**config.mk**
```make
export PLATFORM = sky130hd
export DESIGN_NAME = bus_protocol_monitor
export DESIGN_NICKNAME = d
export VERILOG_FILES = /design/src/rtl/bus_monitor_pkg.sv /design/src/rtl/sat_counter.sv /design/src/rtl/bus_protocol_monitor.sv
export SDC_FILE = /design/constraint.sdc
export NUM_CORES = 1
export LEC_CHECK = 0
export CAP_MARGIN = 40
export CORE_ASPECT_RATIO = 2
export CORE_UTILIZATION = 51
export CTS_BUF_LIST = sky130_fd_sc_hd__clkbuf_8
export DETAILED_ROUTE_END_ITERATION = 6
export PLACE_DENSITY = 0.88
export SYNTH_ARGS = -nofsm -noshare
export SYNTH_HDL_FRONTEND = slang
export SYNTH_HIERARCHICAL = 1
export SYNTH_SLANG_ARGS = --single-unit
```
**constraint.sdc**
```tcl
create_clock -name clk_i -period 8.3 [get_ports clk_i]
set_input_delay 1.66 -clock clk_i [delete_from_list [all_inputs] [get_ports clk_i]]
set_output_delay 1.66 -clock clk_i [all_outputs]
set_load 0.05 [all_outputs]
```
**src/rtl/bus_monitor_pkg.sv**
```systemverilog
// Shared definitions for the bus protocol monitor: violation codes, FSM states
// and the beat counter width.
package bus_monitor_pkg;

    localparam logic [2:0] NONE            = 3'd0;
    localparam logic [2:0] BEGIN_IN_ACTIVE = 3'd1;
    localparam logic [2:0] BEAT_IN_IDLE    = 3'd2;
    localparam logic [2:0] END_IN_IDLE     = 3'd3;
    localparam logic [2:0] BEAT_MISMATCH   = 3'd4;
    localparam logic [2:0] TIMEOUT         = 3'd5;
    localparam logic [2:0] BEAT_OVERFLOW   = 3'd6;

    localparam int BEAT_W = 9;

    typedef enum logic [0:0] {
        IDLE   = 1'b0,
        ACTIVE = 1'b1
    } busState_t;

    // When several violations coincide, the smallest code wins.
    function automatic logic [2:0] lowestCode(input logic [6:1] flags);
        lowestCode = NONE;
        for (int i = 6; i >= 1; i--) begin
            if (flags[i]) lowestCode = 3'(i);
        end
    endfunction

endpackage

```
**src/rtl/sat_counter.sv**
```systemverilog
// Statistics counter that sticks at all-ones instead of wrapping.
module sat_counter #(
    parameter int width = 32
) (
    input  logic             clk,
    input  logic             rst,
    input  logic             inc,
    output logic [width-1:0] value
);

    always_ff @(posedge clk) begin
        if (rst) begin
            value <= '0;
        end else if (inc && (value != '1)) begin
            value <= value + 1'b1;
        end
    end

endmodule

```
**src/rtl/bus_protocol_monitor.sv**
```systemverilog
// Passive observer of the system bus: tracks transactions, flags framing
// violations with a code and keeps saturating statistics. Never drives the bus.
module bus_protocol_monitor
    import bus_monitor_pkg::*;
#(
    parameter int timeoutCycles = 1024,
    parameter int countWidth    = 32
) (
    input  logic                  clk_i,
    input  logic                  rst_i,
    input  logic [31:0]           bus_addrData_i,
    input  logic [3:0]            bus_byteEnables_i,
    input  logic [7:0]            bus_burstSize_i,
    input  logic                  bus_readNWrite_i,
    input  logic                  bus_beginTransaction_i,
    input  logic                  bus_endTransaction_i,
    input  logic                  bus_dataValid_i,
    input  logic                  bus_busy_i,
    input  logic                  bus_error_i,
    output logic                  violation_o,
    output logic [2:0]            violationCode_o,
    output logic [31:0]           violationAddr_o,
    output logic [countWidth-1:0] transactionCount_o,
    output logic [countWidth-1:0] readCount_o,
    output logic [countWidth-1:0] errorCount_o,
    output logic [countWidth-1:0] violationCount_o
);

    localparam int TO_W = $clog2(timeoutCycles);
    localparam logic [TO_W-1:0] TO_LAST = TO_W'(timeoutCycles - 1);

    busState_t         state, stateN;
    logic [BEAT_W-1:0] beatCnt, beatCntN;
    logic [TO_W-1:0]   toCnt, toCntN;
    logic [31:0]       capAddr;
    logic [7:0]        capBurst;
    logic              capRead;
    logic [3:0]        capBe;
    logic              ovflSeen, ovflSeenN;

    logic              beat, stillOpen, capture;
    logic              incTxn, incRead, incErr;
    logic [6:1]        flags;
    logic [BEAT_W:0]   beatTotal, beatTarget;
    logic              unusedBe;

    assign beat       = bus_dataValid_i & ~bus_busy_i;
    assign beatTotal  = {1'b0, beatCnt} + {{BEAT_W{1'b0}}, beat};
    assign beatTarget = {2'b00, capBurst} + 10'd1;
    assign unusedBe   = ^capBe;

    // Resolution order within a cycle: error, end, beat, timeout, begin.
    always_comb begin
        stillOpen = (state == ACTIVE);
        beatCntN  = beatCnt;
        toCntN    = toCnt;
        ovflSeenN = ovflSeen;
        flags     = '0;
        incTxn    = 1'b0;
        incRead   = 1'b0;
        incErr    = 1'b0;
        capture   = 1'b0;

        if (state == ACTIVE) begin
            if (bus_error_i) begin
                incErr    = 1'b1;
                stillOpen = 1'b0;
            end else if (bus_endTransaction_i) begin
                if (beatTotal != beatTarget) begin
                    flags[BEAT_MISMATCH] = 1'b1;
                end else begin
                    incTxn  = 1'b1;
                    incRead = capRead;
                end
                stillOpen = 1'b0;
            end else begin
                if (beat) begin
                    if (({1'b0, beatCnt} >= beatTarget) && !ovflSeen) begin
                        flags[BEAT_OVERFLOW] = 1'b1;
                        ovflSeenN            = 1'b1;
                    end
                    if (beatCnt != '1) beatCntN = beatCnt + 1'b1;
                end
                // toCnt reaches timeoutCycles on this edge.
                if (toCnt == TO_LAST) begin
                    flags[TIMEOUT] = 1'b1;
                    stillOpen      = 1'b0;
                end else begin
                    toCntN = toCnt + 1'b1;
                end
            end
        end else begin
            flags[END_IN_IDLE]  = bus_endTransaction_i;
            flags[BEAT_IN_IDLE] = beat;
        end

        if (bus_beginTransaction_i) begin
            flags[BEGIN_IN_ACTIVE] = stillOpen;
            capture   = 1'b1;
            beatCntN  = '0;
            toCntN    = '0;
            ovflSeenN = 1'b0;
            stillOpen = 1'b1;
        end

        stateN = stillOpen ? ACTIVE : IDLE;
    end

    always_ff @(posedge clk_i) begin
        if (rst_i) begin
            state           <= IDLE;
            beatCnt         <= '0;
            toCnt           <= '0;
            ovflSeen        <= 1'b0;
            capAddr         <= '0;
            capBurst        <= '0;
            capRead         <= 1'b0;
            capBe           <= '0;
            violation_o     <= 1'b0;
            violationCode_o <= NONE;
            violationAddr_o <= '0;
        end else begin
            state    <= stateN;
            beatCnt  <= beatCntN;
            toCnt    <= toCntN;
            ovflSeen <= ovflSeenN;
            if (capture) begin
                capAddr  <= bus_addrData_i;
                capBurst <= bus_burstSize_i;
                capRead  <= bus_readNWrite_i;
                capBe    <= bus_byteEnables_i;
            end
            violation_o <= |flags;
            if (|flags) begin
                violationCode_o <= lowestCode(flags);
                violationAddr_o <= (state == ACTIVE) ? capAddr : '0;
            end
        end
    end

    sat_counter #(.width(countWidth)) uTxnCount (
        .clk(clk_i), .rst(rst_i), .inc(incTxn), .value(transactionCount_o)
    );
    sat_counter #(.width(countWidth)) uReadCount (
        .clk(clk_i), .rst(rst_i), .inc(incRead), .value(readCount_o)
    );
    sat_counter #(.width(countWidth)) uErrCount (
        .clk(clk_i), .rst(rst_i), .inc(incErr), .value(errorCount_o)
    );
    sat_counter #(.width(countWidth)) uViolCount (
        .clk(clk_i), .rst(rst_i), .inc(|flags), .value(violationCount_o)
    );

endmodule

```
==> run_results.csv <==
group,metric,value,unit
final_layout,nFillCells,1711,
floorplanning,fp.dieH,212.4,microns
placed_design,placed_cell_area,13500,sq um
critical_path,cp_max_fo,10,
flow_run,drv_cap,0,
critical_path,crit_chain,"clkdlybuf4s50_1 -> nand2b_1 -> inv_1 -> ha_1 -> ha_1 -> xor2_1 -> a2111oi_4 -> o2111ai_2 -> nor4_4 -> and3_1 -> and2_1 -> nand4_1 -> nor4_2 -> nand4_1 -> nor4_1 -> mux2_2",
synthesis,seq_area_frac_synth,40.10,%
power_and_ir_drop,p_seq_share,49.9,%
critical_path,end_kind,"flip-flop",
power_and_ir_drop,swShare,24.53,%
cts,ctsHoldBuffers,0,
route,drt_iter0_drc,634,
final_layout,finish.utilization,65.89,%
timing,hold_viol,0,
synthesis,synth-edff-count,0,
synthesis,synth.area.top_cells,"dfxtp_1 40%, mux2i_1 7.2%, nor2_1 4.3%",
critical_path,setup.worst_path.class,"input pin to flip-flop",
critical_path,max_stage_delay,0.67,ns
route,vias,10730,
timing,relSlewSlack,46.18,%
floorplanning,initial_utilization,52.27,%
route,drt-vias-per-instance,6.036,
final_layout,drive_gt1_share,7.385,%
final_layout,layout_commonest_cell,"dfxtp_1",
critical_path,setup.worst_path.start_class,"input pin",
floorplanning,dieArea,22760,sq um
critical_path,worstPathRequired,8.71,ns
placed_design,port-buffer-count,211,
critical_path,cp_num_buf_inv,2,
synthesis,ys_warn_count,6,
cts,cts_buffers,35,
cts,cts_buffer_depth,3,
final_layout,design_area,14220,sq um
timing,setup_violations,0,
critical_path,arrival,6.77,ns
synthesis,ys_ff_latch,226,
synthesis,synth_cells,1291,
power_and_ir_drop,p_int,1.691,mW
cts,path_clk_slew,0.06,ns
final_layout,syn2layout_area_growth,26.05,%
status,status,"finished clean",
critical_path,path_delay_family,"simple AND/OR/NAND/NOR gates",
synthesis,async_flop_share,0,%
timing,grt_setup_unrepaired,"false",
power_and_ir_drop,leakage,4.835,nW
power_and_ir_drop,p_sw,0.5496,mW
synthesis,synth.cell_area,11280,sq um
placed_design,gp_congestion,0.8533,
hold_path,min_path_type,"flip-flop to flip-flop",
synthesis,syn_avg_cell_area,8.740,sq um
cts,cts_resized,0,
synthesis,synth_area_leader_cell,"dfxtp_1",
floorplanning,boundaryPins,216,
global_routing,antenna_found_initial,0,
global_routing,grt_usage,26.80,%
timing,period_share,76.56,%
floorplanning,core,21590,sq um
synthesis,synth_fp_nets,1362,
critical_path,cpMaxStageDelayCell,"nor4_2",
timing,setup_tns,0,ns
timing,period_minus_slack,6.354,ns
cts,cts_sinks,226,
cts,cts_root_buf,"clkbuf_8",
global_routing,grt_max_degree,78,
cts,cts_tree,"yes",
power_and_ir_drop,power_frac_clock,42.6,%
timing,worst_slew_pin_slew,0.8074,ns
timing,slew_viol_final,0,
final_layout,finalNetCount,1550,
timing,fin_worst_skew,0.03005,ns
route,postRouteAntennaNets,0,
cts,post-cts-setup-buffers,0,
final_layout,mostFrequentLayoutCells,"226 x dfxtp_1, 209 x clkdlybuf4s50_1, 130 x nor2_1",
timing,timing.fmax,0.1574,GHz
power_and_ir_drop,comb_power_share,7.5,%
power_and_ir_drop,total_power,2.241,mW
placed_design,place_hpwl,21800,microns
global_routing,grt_pass1_vias,10560,
synthesis,synth_top_area_share,40.10,%
cts,htreeDepth,2,
floorplanning,die_w,107.2,microns
route,drt-total-wl,30660,microns
floorplanning,row_count,76,
power_and_ir_drop,power_density,157.6,nW/um^2
synthesis,synth_flop_cell,"dfxtp_1",
route,dr.pass1.iters,5,
cts,clk_latency,0.53,ns
route,wl_per_cell,17.25,microns
global_routing,grt_pass1_wl,49580,microns
power_and_ir_drop,ir_worst_vdd,0.1516,mV
route,drc,0,
synthesis,synth.distinct_cells,69,
global_routing,grt.overflow.total,0,
## state kept, by name, indices dropped and copies added, names as in the netlist, 3 cells and up
| register | count |
|---|---|
| uReadCount/value | 32 |
| uTxnCount/value | 32 |
| violationCode_o | 3 |
| uViolCount/value | 32 |
| uErrCount/value | 32 |
| beatCnt | 9 |
| toCnt | 10 |
| capBurst | 8 |
| violationAddr_o | 32 |
| capAddr | 32 |
## layout make-up
cell class	instances	area [sq um]	area share [%]
Timing Repair Buffer	221	2211	15.54
Tap cell	273	341.6	2.402
Clock buffer	45	619.3	4.355
Multi-Input combinational cell	974	6342	44.59
Sequential cell	226	4524	31.81
Inverter	21	83.83	0.5894
Antenna cell	1	2.502	0.01759
Clock inverter	16	97.59	0.6862
## through the flow
step	cells	worst slack [ns]	hold slack, ns
CTS	1776	2.071	0.4625
global route	1776	1.671	0.4738
floorplan	1291	2.779	0.4374
finish	1777	1.946	0.4580
global placement	1712	1.682	0.4416
detailed placement	1715	1.535	0.4504
## power by group through the flow
stage,registers [mW],logic (mW),clock network [mW]
after detailed placement,1.14,0.167,0
after global placement,1.14,0.159,0
after floorplan,1.16,0.0949,0
final,1.12,0.167,0.955
after CTS,1.12,0.168,0.978
after global routing,1.12,0.180,1.02
## path summary, 6_finish.rpt
path	startpoint	endpoint	slack, ns	cells after the start
max reg2reg	beatCnt[0]	uReadCount/value[31]	3.41	14
max	bus_busy_i	uReadCount/value[31]	1.95	16
min	violationAddr_o[17]	violationAddr_o[17]	0.46	2
min reg2reg	violationAddr_o[17]	violationAddr_o[17]	0.46	2
## synthesized netlist by cell type, types with 20 or more instances
cell type  number
dfxtp_1       226
nor2_1        130
nand2_1       117
a21oi_1        89
mux2i_1        81
nand3_1        64
nand4_1        50
o21ai_0        46
clkbuf_1       45
or3_1          44
or4_1          43
o31ai_1        41
xnor2_1        34
and4_1         25
xor2_1         21
inv_1          20
## worst min-delay path, stage by stage (launching register included)
cell,delay (ns)
dfxtp_1,0.31
nand2_1,0.05
mux2i_1,0.05
## metal layers
layer | global-route usage, % | wire, microns
met1 | 25.22 | 10690
met2 | 51.43 | 16630
met5 | 0 | 0
met3 | 6.438 | 1872
met4 | 15.21 | 1471
## cell families (layout without fill, tap and decap cells)
family / after synthesis / count (layout) / share of synthesized area [%]
buffers and inverters: 91 / 303 / 3.881
other: 0 / 1 / 0
adders and majority gates: 19 / 19 / 2.107
xor gates and xnor gates: 56 / 56 / 4.414
DFF: 226 / 226 / 40.10
AOI/OAI and AO/OA: 225 / 225 / 13.28
muxes: 92 / 92 / 8.283
and+or+nand+nor: 582 / 582 / 27.93
No activity file was read; power rests on OpenSTA's default activity.
